File: src/rtl/uart_pkg.sv
// Shared UART framing defaults and the receiver state encoding.
package uart_pkg;

  localparam int NBITS       = 8;
  localparam int STPBITS     = 2;
  localparam int FINAL_TICKS = 16;
  localparam int FINAL_TIME  = 9;

  typedef enum logic [1:0] {
    IDLE  = 2'd0,
    START = 2'd1,
    DATA  = 2'd2,
    STOP  = 2'd3
  } rx_state_t;

endpackage

File: src/rtl/uart_tick_gen.sv
// Oversampling tick divider: one tick every final_time+1 enabled clocks.
module uart_tick_gen
  import uart_pkg::*;
#(
  parameter int final_time = FINAL_TIME
) (
  input  logic clk,
  input  logic reset,
  input  logic en,
  input  logic clr,
  output logic tick
);

  localparam logic [3:0] cnt_last = 4'(final_time);

  logic [3:0] cnt;

  assign tick = en & (cnt == cnt_last);

  always_ff @(posedge clk or posedge reset) begin
    if (reset) begin
      cnt <= 4'd0;
    end else if (!en || clr || tick) begin
      cnt <= 4'd0;
    end else begin
      cnt <= cnt + 4'd1;
    end
  end

endmodule

File: src/rtl/uart_rx.sv
// UART receiver: 16x oversampled, mid-bit sampling, MSB-first data,
// parallel word out with a one-cycle done strobe and framing-error flag.
//
//   state | meaning
//   IDLE  | waiting for a falling edge on the synchronized line
//   START | timing to mid start bit, rejecting glitches
//   DATA  | sampling nbits data bits at mid-bit
//   STOP  | sampling stpbits stop bits, then publishing the word
module uart_rx
  import uart_pkg::*;
#(
  parameter int nbits       = NBITS,
  parameter int stpbits     = STPBITS,
  parameter int final_ticks = FINAL_TICKS,
  parameter int final_time  = FINAL_TIME
) (
  input  logic             clk,
  input  logic             reset,
  input  logic             rx,
  output logic [nbits-1:0] rx_dout,
  output logic             rx_done,
  output logic             framing_err,
  output logic             rx_busy
);

  localparam int bcnt_w = $clog2(nbits + 1);
  localparam logic [3:0]        s_mid     = 4'(final_ticks / 2 - 1);
  localparam logic [3:0]        s_last    = 4'(final_ticks - 1);
  localparam logic [bcnt_w-1:0] data_last = bcnt_w'(nbits - 1);
  localparam logic [bcnt_w-1:0] stop_last = bcnt_w'(stpbits - 1);
  localparam logic [bcnt_w-1:0] bcnt_one  = bcnt_w'(1);

  rx_state_t         state;
  logic              sync1, rx_s, rx_p;
  logic              tick, fall, tick_clr;
  logic [3:0]        s_cnt;
  logic [bcnt_w-1:0] b_cnt;
  logic [nbits-1:0]  shreg;
  logic              err_sticky;

  // Requiring rx_p=1 means a held-low line (break) cannot retrigger.
  assign fall     = rx_p & ~rx_s;
  assign tick_clr = (state == IDLE) & fall;
  assign rx_busy  = (state != IDLE);

  uart_tick_gen #(.final_time(final_time)) u_tick (
    .clk   (clk),
    .reset (reset),
    .en    (rx_busy),
    .clr   (tick_clr),
    .tick  (tick)
  );

  always_ff @(posedge clk or posedge reset) begin
    if (reset) begin
      sync1 <= 1'b1;
      rx_s  <= 1'b1;
      rx_p  <= 1'b1;
    end else begin
      sync1 <= rx;
      rx_s  <= sync1;
      rx_p  <= rx_s;
    end
  end

  always_ff @(posedge clk or posedge reset) begin
    if (reset) begin
      state       <= IDLE;
      s_cnt       <= 4'd0;
      b_cnt       <= '0;
      shreg       <= '0;
      err_sticky  <= 1'b0;
      rx_dout     <= '0;
      rx_done     <= 1'b0;
      framing_err <= 1'b0;
    end else begin
      rx_done <= 1'b0;
      case (state)
        IDLE: begin
          if (fall) begin
            s_cnt <= 4'd0;
            state <= START;
          end
        end
        START: begin
          if (tick) begin
            if (s_cnt == s_mid) begin
              s_cnt <= 4'd0;
              if (!rx_s) begin
                b_cnt <= '0;
                state <= DATA;
              end else begin
                state <= IDLE;
              end
            end else begin
              s_cnt <= s_cnt + 4'd1;
            end
          end
        end
        DATA: begin
          if (tick) begin
            s_cnt <= s_cnt + 4'd1;
            if (s_cnt == s_last) begin
              shreg <= {shreg[nbits-2:0], rx_s};
              if (b_cnt == data_last) begin
                b_cnt <= '0;
                state <= STOP;
              end else begin
                b_cnt <= b_cnt + bcnt_one;
              end
            end
          end
        end
        STOP: begin
          if (tick) begin
            s_cnt <= s_cnt + 4'd1;
            if (s_cnt == s_last) begin
              // The last half stop bit is left unconsumed so back-to-back frames fit.
              if (b_cnt == stop_last) begin
                rx_dout     <= shreg;
                framing_err <= err_sticky | ~rx_s;
                rx_done     <= 1'b1;
                err_sticky  <= 1'b0;
                b_cnt       <= '0;
                state       <= IDLE;
              end else begin
                err_sticky <= err_sticky | ~rx_s;
                b_cnt      <= b_cnt + bcnt_one;
              end
            end
          end
        end
        default: state <= IDLE;
      endcase
    end
  end

endmodule

File: config.mk
export PLATFORM = sky130hd
export DESIGN_NAME = uart_rx
export DESIGN_NICKNAME = d
export VERILOG_FILES = /design/src/rtl/uart_pkg.sv /design/src/rtl/uart_tick_gen.sv /design/src/rtl/uart_rx.sv
export SDC_FILE = /design/constraint.sdc
export NUM_CORES = 1
export LEC_CHECK = 0
export CORE_MARGIN = 10
export CORE_UTILIZATION = 45
export CTS_BUF_LIST = sky130_fd_sc_hd__clkbuf_2
export DETAILED_ROUTE_END_ITERATION = 16
export PLACE_DENSITY = 0.67
export SYNTH_ARGS = -nofsm -noshare
export SYNTH_HDL_FRONTEND = slang
export SYNTH_SLANG_ARGS = --single-unit
File: constraint.sdc
create_clock -name clk -period 1.7 [get_ports clk]
set_input_delay 0.17 -clock clk [delete_from_list [all_inputs] [get_ports clk]]
set_output_delay 0.17 -clock clk [all_outputs]
set_load 0.005 [all_outputs]
=== Word level (Yosys, flattened, before mapping) ===
Index checks and enable logic that the tools add are counted.

* Register bits after elaboration: 36
* Output and inout bits: 11

* Bitwise operators: 5
* Add/subtract/negate cells: 3
* Reductions and logical operators: 13
* Multiplexer cells: 32
* Eq/ne operators: 19

{| class="wikitable"
|+ Operators with widths
! kind !! count
|-
| two-way mux 4 bit || 14
|-
| case mux 4 bit (3 select lines) || 2
|-
| two-way mux 2 bit || 10
|-
| inequality test 2 bit (second input constant) || 7
|-
| adder 4 x 1 -> 4 bit (second input constant) || 3
|-
| AND reduction 3 bit || 3
|-
| AND reduction 9 bit || 1
|-
| equality test 4 x 3 -> 1 bit (second input constant) || 2
|-
| equality test 4 bit (second input constant) || 2
|-
| inequality test 2 x 1 -> 1 bit (second input constant) || 4
|-
| case mux 2 bit (4 select lines) || 1
|-
| AND reduction 8 bit || 1
|-
| two-way mux 1 bit || 5
|-
| equality test 2 bit (second input constant) || 2
|-
| equality test 4 x 1 -> 1 bit (second input constant) || 1
|-
| AND reduction 4 bit || 1
|-
| bitwise AND 1 bit || 3
|-
| nonzero test 3 bit || 1
|-
| equality test 2 x 1 -> 1 bit (second input constant) || 1
|-
| zero test 2 bit || 1
|-
| logical OR 1 bit || 2
|-
| nonzero test 2 bit || 1
|-
| OR reduction 2 bit || 1
|-
| zero test 1 bit || 1
|-
| 2 further kinds || 2
|}

=== Logic depth before layout (Yosys ltp) ===
* Depth in word-level cells: 6
* Depth in mapped cells: 8

=== Modules after synthesis ===
Synthesis repeated with hierarchy kept, for this count alone.

* Cells, all modules: 128
* Area total of the unflattened synthesis: 1,639.1 um2

{| class="wikitable"
|+ By module, submodules not included
! module !! seq. area each (um2) !! cells an instance !! instances !! area an instance (um2)
|-
| uart_rx || 804.5 || 109 || 1 || 1,430.1
|-
| uart_tick_gen || 100.1 || 19 || 1 || 209.0
|}

=== Worst setup path after synthesis ===
OpenSTA, ideal clock, no wires.

* Kind: reg-to-reg
* Start: register u_tick.cnt[1]
* End: register shreg[0]
* Slack: 42 ps
* Data arrival time: 1,534 ps
* Clock period less this slack: 1,658 ps
* Stages on the path, launching flop included: 8
* Buffers on the path: 1
* Required time: 1,575 ps
* Cell sequence: dfrtp_1 -> inv_1 -> ha_1 -> and4b_1 -> buf_6 -> nand3_4 -> nor2_4 -> mux2_2

* Word-level cells in the longest chain between the ends: 3

{| class="wikitable"
|+ Ends and longest elaborated chain
! item !! line !! source
|-
| start, declared || uart_tick_gen.sv:16 || <nowiki>logic [3:0] cnt;</nowiki>
|-
| start signal, assigned || uart_tick_gen.sv:26 || <nowiki>cnt <= cnt + 4'd1;</nowiki>
|-
| equality test 4 bit || uart_tick_gen.sv:18 || <nowiki>assign tick = en & (cnt == cnt_last);</nowiki>
|-
| bitwise AND 1 bit || uart_tick_gen.sv:18 ||
|-
| AND reduction 3 bit (no line) || - ||
|-
| end signal, assigned || uart_rx.sv:104 || <nowiki>shreg <= {shreg[nbits-2:0], rx_s};</nowiki>
|-
| end, declared || uart_rx.sv:38 || <nowiki>logic [nbits-1:0] shreg;</nowiki>
|}

No other way between the ends.
A chain may end at the register's enable or synchronous reset.

=== Worst setup path after layout ===
* Start: register s_cnt[1]
* End: register rx_dout[1]

* Word-level cells in the longest chain between the ends: 2

{| class="wikitable"
|+ Ends and longest elaborated chain
! item !! line !! source
|-
| start, declared || uart_rx.sv:36 || <nowiki>logic [3:0] s_cnt;</nowiki>
|-
| start signal, assigned || uart_rx.sv:96 || <nowiki>s_cnt <= s_cnt + 4'd1;</nowiki>
|-
| start signal, assigned || uart_rx.sv:102 || <nowiki>s_cnt <= s_cnt + 4'd1;</nowiki>
|-
| start signal, assigned || uart_rx.sv:116 || <nowiki>s_cnt <= s_cnt + 4'd1;</nowiki>
|-
| equality test 4 bit || uart_rx.sv:117 || <nowiki>if (s_cnt == s_last) begin</nowiki>
|-
| AND reduction 4 bit (no line) || - ||
|-
| end signal, assigned || uart_rx.sv:120 || <nowiki>rx_dout <= shreg;</nowiki>
|-
| end, declared || uart_rx.sv:20 || <nowiki>output logic [nbits-1:0] rx_dout,</nowiki>
|}

No other way between the ends.

==> impl_metrics.csv <==
group,metric,value,unit
detailed_routing,drt_drc_violations_left,0,
finish,layout.cells.non_filler,231,
setup_path,setup.worst_path.class,"reg2reg",
clocking,clk_pin_slew,0.18,ns
timing,worst_rel_slew_slack,0.701,
timing,final.setup.worst_slack,-0.00295,ns
placement,dp.final_hpwl,2280,microns
clocking,htreeDepth,2,
detailed_routing,routed_via_density,5.32,
floorplanning,initial_core_util,0.467,
global_routing,global_route.overflow_total,0,
timing,final_period_minus_worst_setup_slack,1.70,ns
pwr,vdd_drop_max,0.676,mV
timing,setup_viol,1,
placement,placement.setup.worst_slack,-0.0743,ns
setup_path,worstPathRequired,1.98,ns
clocking,root_buffer,"sky130_fd_sc_hd__clkbuf_2",
yosys,postSynthCellCount,143,
timing,report.final.hold_viol_count,0,
yosys,register_bit_count_reported_by_yosys,36,
floorplanning,coreArea,0.00366,sq mm
global_routing,grt_max_degree,37,
detailed_routing,wirelength,3340,microns
outcome,run_status,"finished, violations left",
placement,place.port_buffers,13,
yosys,syn_nets,151,
detailed_routing,post_drt_wl_per_cell,14.5,microns
setup_path,crit_buf_inv,1,
timing,report.final.slew_viol_count,0,
clocking,clk_path_buf_depth,2,
finish,antenna_cells_inserted,0,
floorplanning,fp.dieArea,0.00667,sq mm
detailed_routing,drt_first_pass_iters,4,
detailed_routing,route.vias.total,1228,
yosys,synthesis.area,0.00171,sq mm
floorplanning,die_w,81.7,microns
timing,fin_worst_skew,0.0255,ns
global_routing,number_of_global_route_vias_before_repair,1206,
setup_path,crit_path_end_kind,"register",
timing,rsz0062_at_grt,"true",
global_routing,antenna_found_initial,0,
timing,max_clock_freq,587,MHz
setup_path,cp-start-kind,"register",
yosys,syn_avg_cell_area,12.0,sq um
pwr,power-per-cell-area,802,mW/mm^2
global_routing,wire_length_of_the_first_global_routing_pass,5640,microns
pwr,power,0.00174,W
setup_path,critical_path_cell_list,"ha_1 -> and4b_2 -> buf_6 -> nand4_4 -> mux2_4",
detailed_routing,route.antenna.remaining_nets,0,
outcome,failed_checks,"negative setup slack",
timing,fin_crit_sh,1.00,
yosys,synth_cell_types,41,
timing,worst_slew_pin_slew,0.448,ns
yosys,synth_seq_area_share,0.529,
finish,fill_cells,288,
setup_path,cpPeakStageDelay,0.40,ns
floorplanning,die_y,81.7,microns
placement,dp_cells,215,
floorplanning,boundaryPins,14,
clocking,number_of_buffers_inserted_for_hold_repair_after_clock_tree_synthesis,0,
clocking,worstSkewPairLatency,0.38,ns
detailed_routing,dr.first_iter.drc_count,103,
placement,place.gp.congestion,0.782,
setup_path,critical_path.max_fanout,6,
job,drv.max_cap_violation_count,0,
finish,area.growth.synth_to_final,26.7,%
clocking,tritoncts_clock_tree,"yes",
setup_path,critical-path-top-delay-family,"simple AND/OR/NAND/NOR gates",
setup_path,cpMaxStageDelayCell,"sky130_fd_sc_hd__dfrtp_1",
finish,layout-drive-gt1-share,0.350,
clocking,cts_inserted_buffers,5,
worst_hold_path,hold_path.class,"in2async",
clocking,clock_sinks,36,
yosys,ys_warns,0,
setup_path,critical_path_arrival,1.99,ns
finish,fin_nets,191,
floorplanning,std_cell_rows,22,
pwr,static_leakage,1.02,nW
global_routing,grtUsageTotal,0.108,
[report_power, final]
group | switching [W] | internal, W | leakage, nW | total (W)
clock network | 0.000274 | 0.0000848 | 0.0239 | 0.000359
registers | 0.0000470 | 0.000925 | 0.481 | 0.000972
logic | 0.000192 | 0.000214 | 0.511 | 0.000406
[flip-flops by register name, summed over array words and instances (netlist names), named ones only]
register	count
rx_s	1
sync1	1
rx_dout	8
u_tick.cnt	4
rx_p	1
rx_done	1
s_cnt	4
err_sticky	1
framing_err	1
state	1
shreg	8
b_cnt	4
[cell type report]
type,instances,area [sq um],share of cell area
tap,48,60.1,0.0277
multi-input combinational,97,812,0.375
sequential,36,907,0.419
inverter,6,22.5,0.0104
clock inverter,2,7.51,0.00346
clock buffer,5,25.0,0.0115
timing repair buffer,37,333,0.154
[cells in the final DEF (no fill, tap or decap), types with 4 or more instances in the layout]
cell and count:
sky130_fd_sc_hd__buf_4 21, sky130_fd_sc_hd__mux2_4 12, sky130_fd_sc_hd__nand3b_1 4, sky130_fd_sc_hd__mux2_2 4, sky130_fd_sc_hd__nand2_1 11, sky130_fd_sc_hd__inv_1 6
sky130_fd_sc_hd__o21ai_0 12, sky130_fd_sc_hd__dfrtp_1 31, sky130_fd_sc_hd__clkbuf_2 5, sky130_fd_sc_hd__nor2_1 9, sky130_fd_sc_hd__clkdlybuf4s50_1 12
[what timing repair did]
| action | CTS | global route |
|---|---|---|
| gates resized for setup | 9 | 10 |
| setup buffers | 4 | 4 |
| setup endpoints to repair | 21 | 21 |
| pin swaps | 2 | 4 |
| gates cloned | 1 | 0 |
[cells in the mapped netlist]
cell | n | area share
sky130_fd_sc_hd__nand3_4 | 1 | 0.010
sky130_fd_sc_hd__nor2b_1 | 3 | 0.011
sky130_fd_sc_hd__and2_1 | 1 | 0.0037
sky130_fd_sc_hd__o41ai_1 | 1 | 0.0051
sky130_fd_sc_hd__dfstp_2 | 3 | 0.046
sky130_fd_sc_hd__nand2_1 | 12 | 0.026
sky130_fd_sc_hd__o32a_1 | 1 | 0.0059
sky130_fd_sc_hd__nor2_1 | 10 | 0.022
sky130_fd_sc_hd__a31oi_1 | 1 | 0.0037
sky130_fd_sc_hd__buf_2 | 2 | 0.0059
sky130_fd_sc_hd__o211ai_1 | 1 | 0.0044
sky130_fd_sc_hd__buf_6 | 2 | 0.013
sky130_fd_sc_hd__nor2_4 | 1 | 0.0066
sky130_fd_sc_hd__clkbuf_1 | 1 | 0.0022
sky130_fd_sc_hd__and3b_1 | 1 | 0.0051
sky130_fd_sc_hd__o21ai_1 | 3 | 0.0088
sky130_fd_sc_hd__nand3_1 | 3 | 0.0088
sky130_fd_sc_hd__or4b_1 | 1 | 0.0059
sky130_fd_sc_hd__nand3b_1 | 4 | 0.018
sky130_fd_sc_hd__inv_1 | 6 | 0.013
sky130_fd_sc_hd__ha_1 | 5 | 0.037
sky130_fd_sc_hd__a21o_1 | 1 | 0.0044
sky130_fd_sc_hd__and2_2 | 1 | 0.0044
sky130_fd_sc_hd__o211ai_2 | 1 | 0.0073
sky130_fd_sc_hd__and4bb_2 | 1 | 0.0073
sky130_fd_sc_hd__nand2b_1 | 1 | 0.0037
sky130_fd_sc_hd__dfrtp_1 | 33 | 0.48
sky130_fd_sc_hd__a41oi_1 | 2 | 0.010
sky130_fd_sc_hd__o21ai_0 | 12 | 0.035
sky130_fd_sc_hd__mux2_4 | 7 | 0.061
sky130_fd_sc_hd__mux2_2 | 9 | 0.059
sky130_fd_sc_hd__a21oi_1 | 2 | 0.0059
sky130_fd_sc_hd__nor4b_1 | 1 | 0.0051
sky130_fd_sc_hd__o31ai_1 | 1 | 0.0044
sky130_fd_sc_hd__and4b_1 | 1 | 0.0059
sky130_fd_sc_hd__nand4_1 | 1 | 0.0037
sky130_fd_sc_hd__nor3b_1 | 1 | 0.0044
sky130_fd_sc_hd__xnor2_1 | 2 | 0.010
sky130_fd_sc_hd__nand4_4 | 1 | 0.012
sky130_fd_sc_hd__a311o_1 | 1 | 0.0059
sky130_fd_sc_hd__a22oi_1 | 1 | 0.0044
[per-stage QoR]
stage / hold WS, ns / cell area (sq um) / utilization / TNS [ns]
floorplan: 0.174 / 1710 / - / 0
global placement: 0.347 / 1980 / 0.542 / 0
detailed placement: 0.350 / 1980 / 0.542 / -0.586
CTS: 0.182 / 2100 / 0.573 / -0.0141
global route: 0.184 / 2170 / 0.592 / -0.695
finish: 0.175 / 2170 / 0.592 / -0.00295
[kinds of logic after synthesis]
| logic type | synth area share |
|---|---|
| DFF | 0.529 |
| muxes | 0.121 |
| AOI/OAI and AO/OA | 0.105 |
| xor gates and xnor gates | 0.0102 |
| buffers and inverters | 0.0344 |
| and+or+nand+nor | 0.164 |
| adders and majority gates | 0.0366 |
[layer usage]
| layer | track usage | vias to the layer above | wire (microns) |
|---|---|---|---|
| li1 | - | 595 | - |
| met1 | 0.134 | 606 | 1540 |
| met4 | 0.0357 | 0 | 48 |
| met5 | 0 | - | 0 |
| met3 | 0.0393 | 6 | 148 |
| met2 | 0.171 | 21 | 1610 |
[tightest hold or removal path, delay by kind of cell]
kind	cells	cell delay, ns
buf+inv	3	0.83
[path summary, 6_finish.rpt]
check	startpoint	end	slack [ns]	cells past startpoint
setup / recovery	s_cnt[1]	rx_dout[1]	-0.003	5
hold / removal	reset	b_cnt[3]	0.17	3
setup reg to reg	s_cnt[1]	rx_dout[1]	-0.003	5
hold reg to reg	sync1	rx_s	0.37	0
max in group asynchronous	reset	rx_s	1.17	3
min in group clk	rx	sync1	0.20	1
Note: power is estimated with default switching activity, not from simulation.
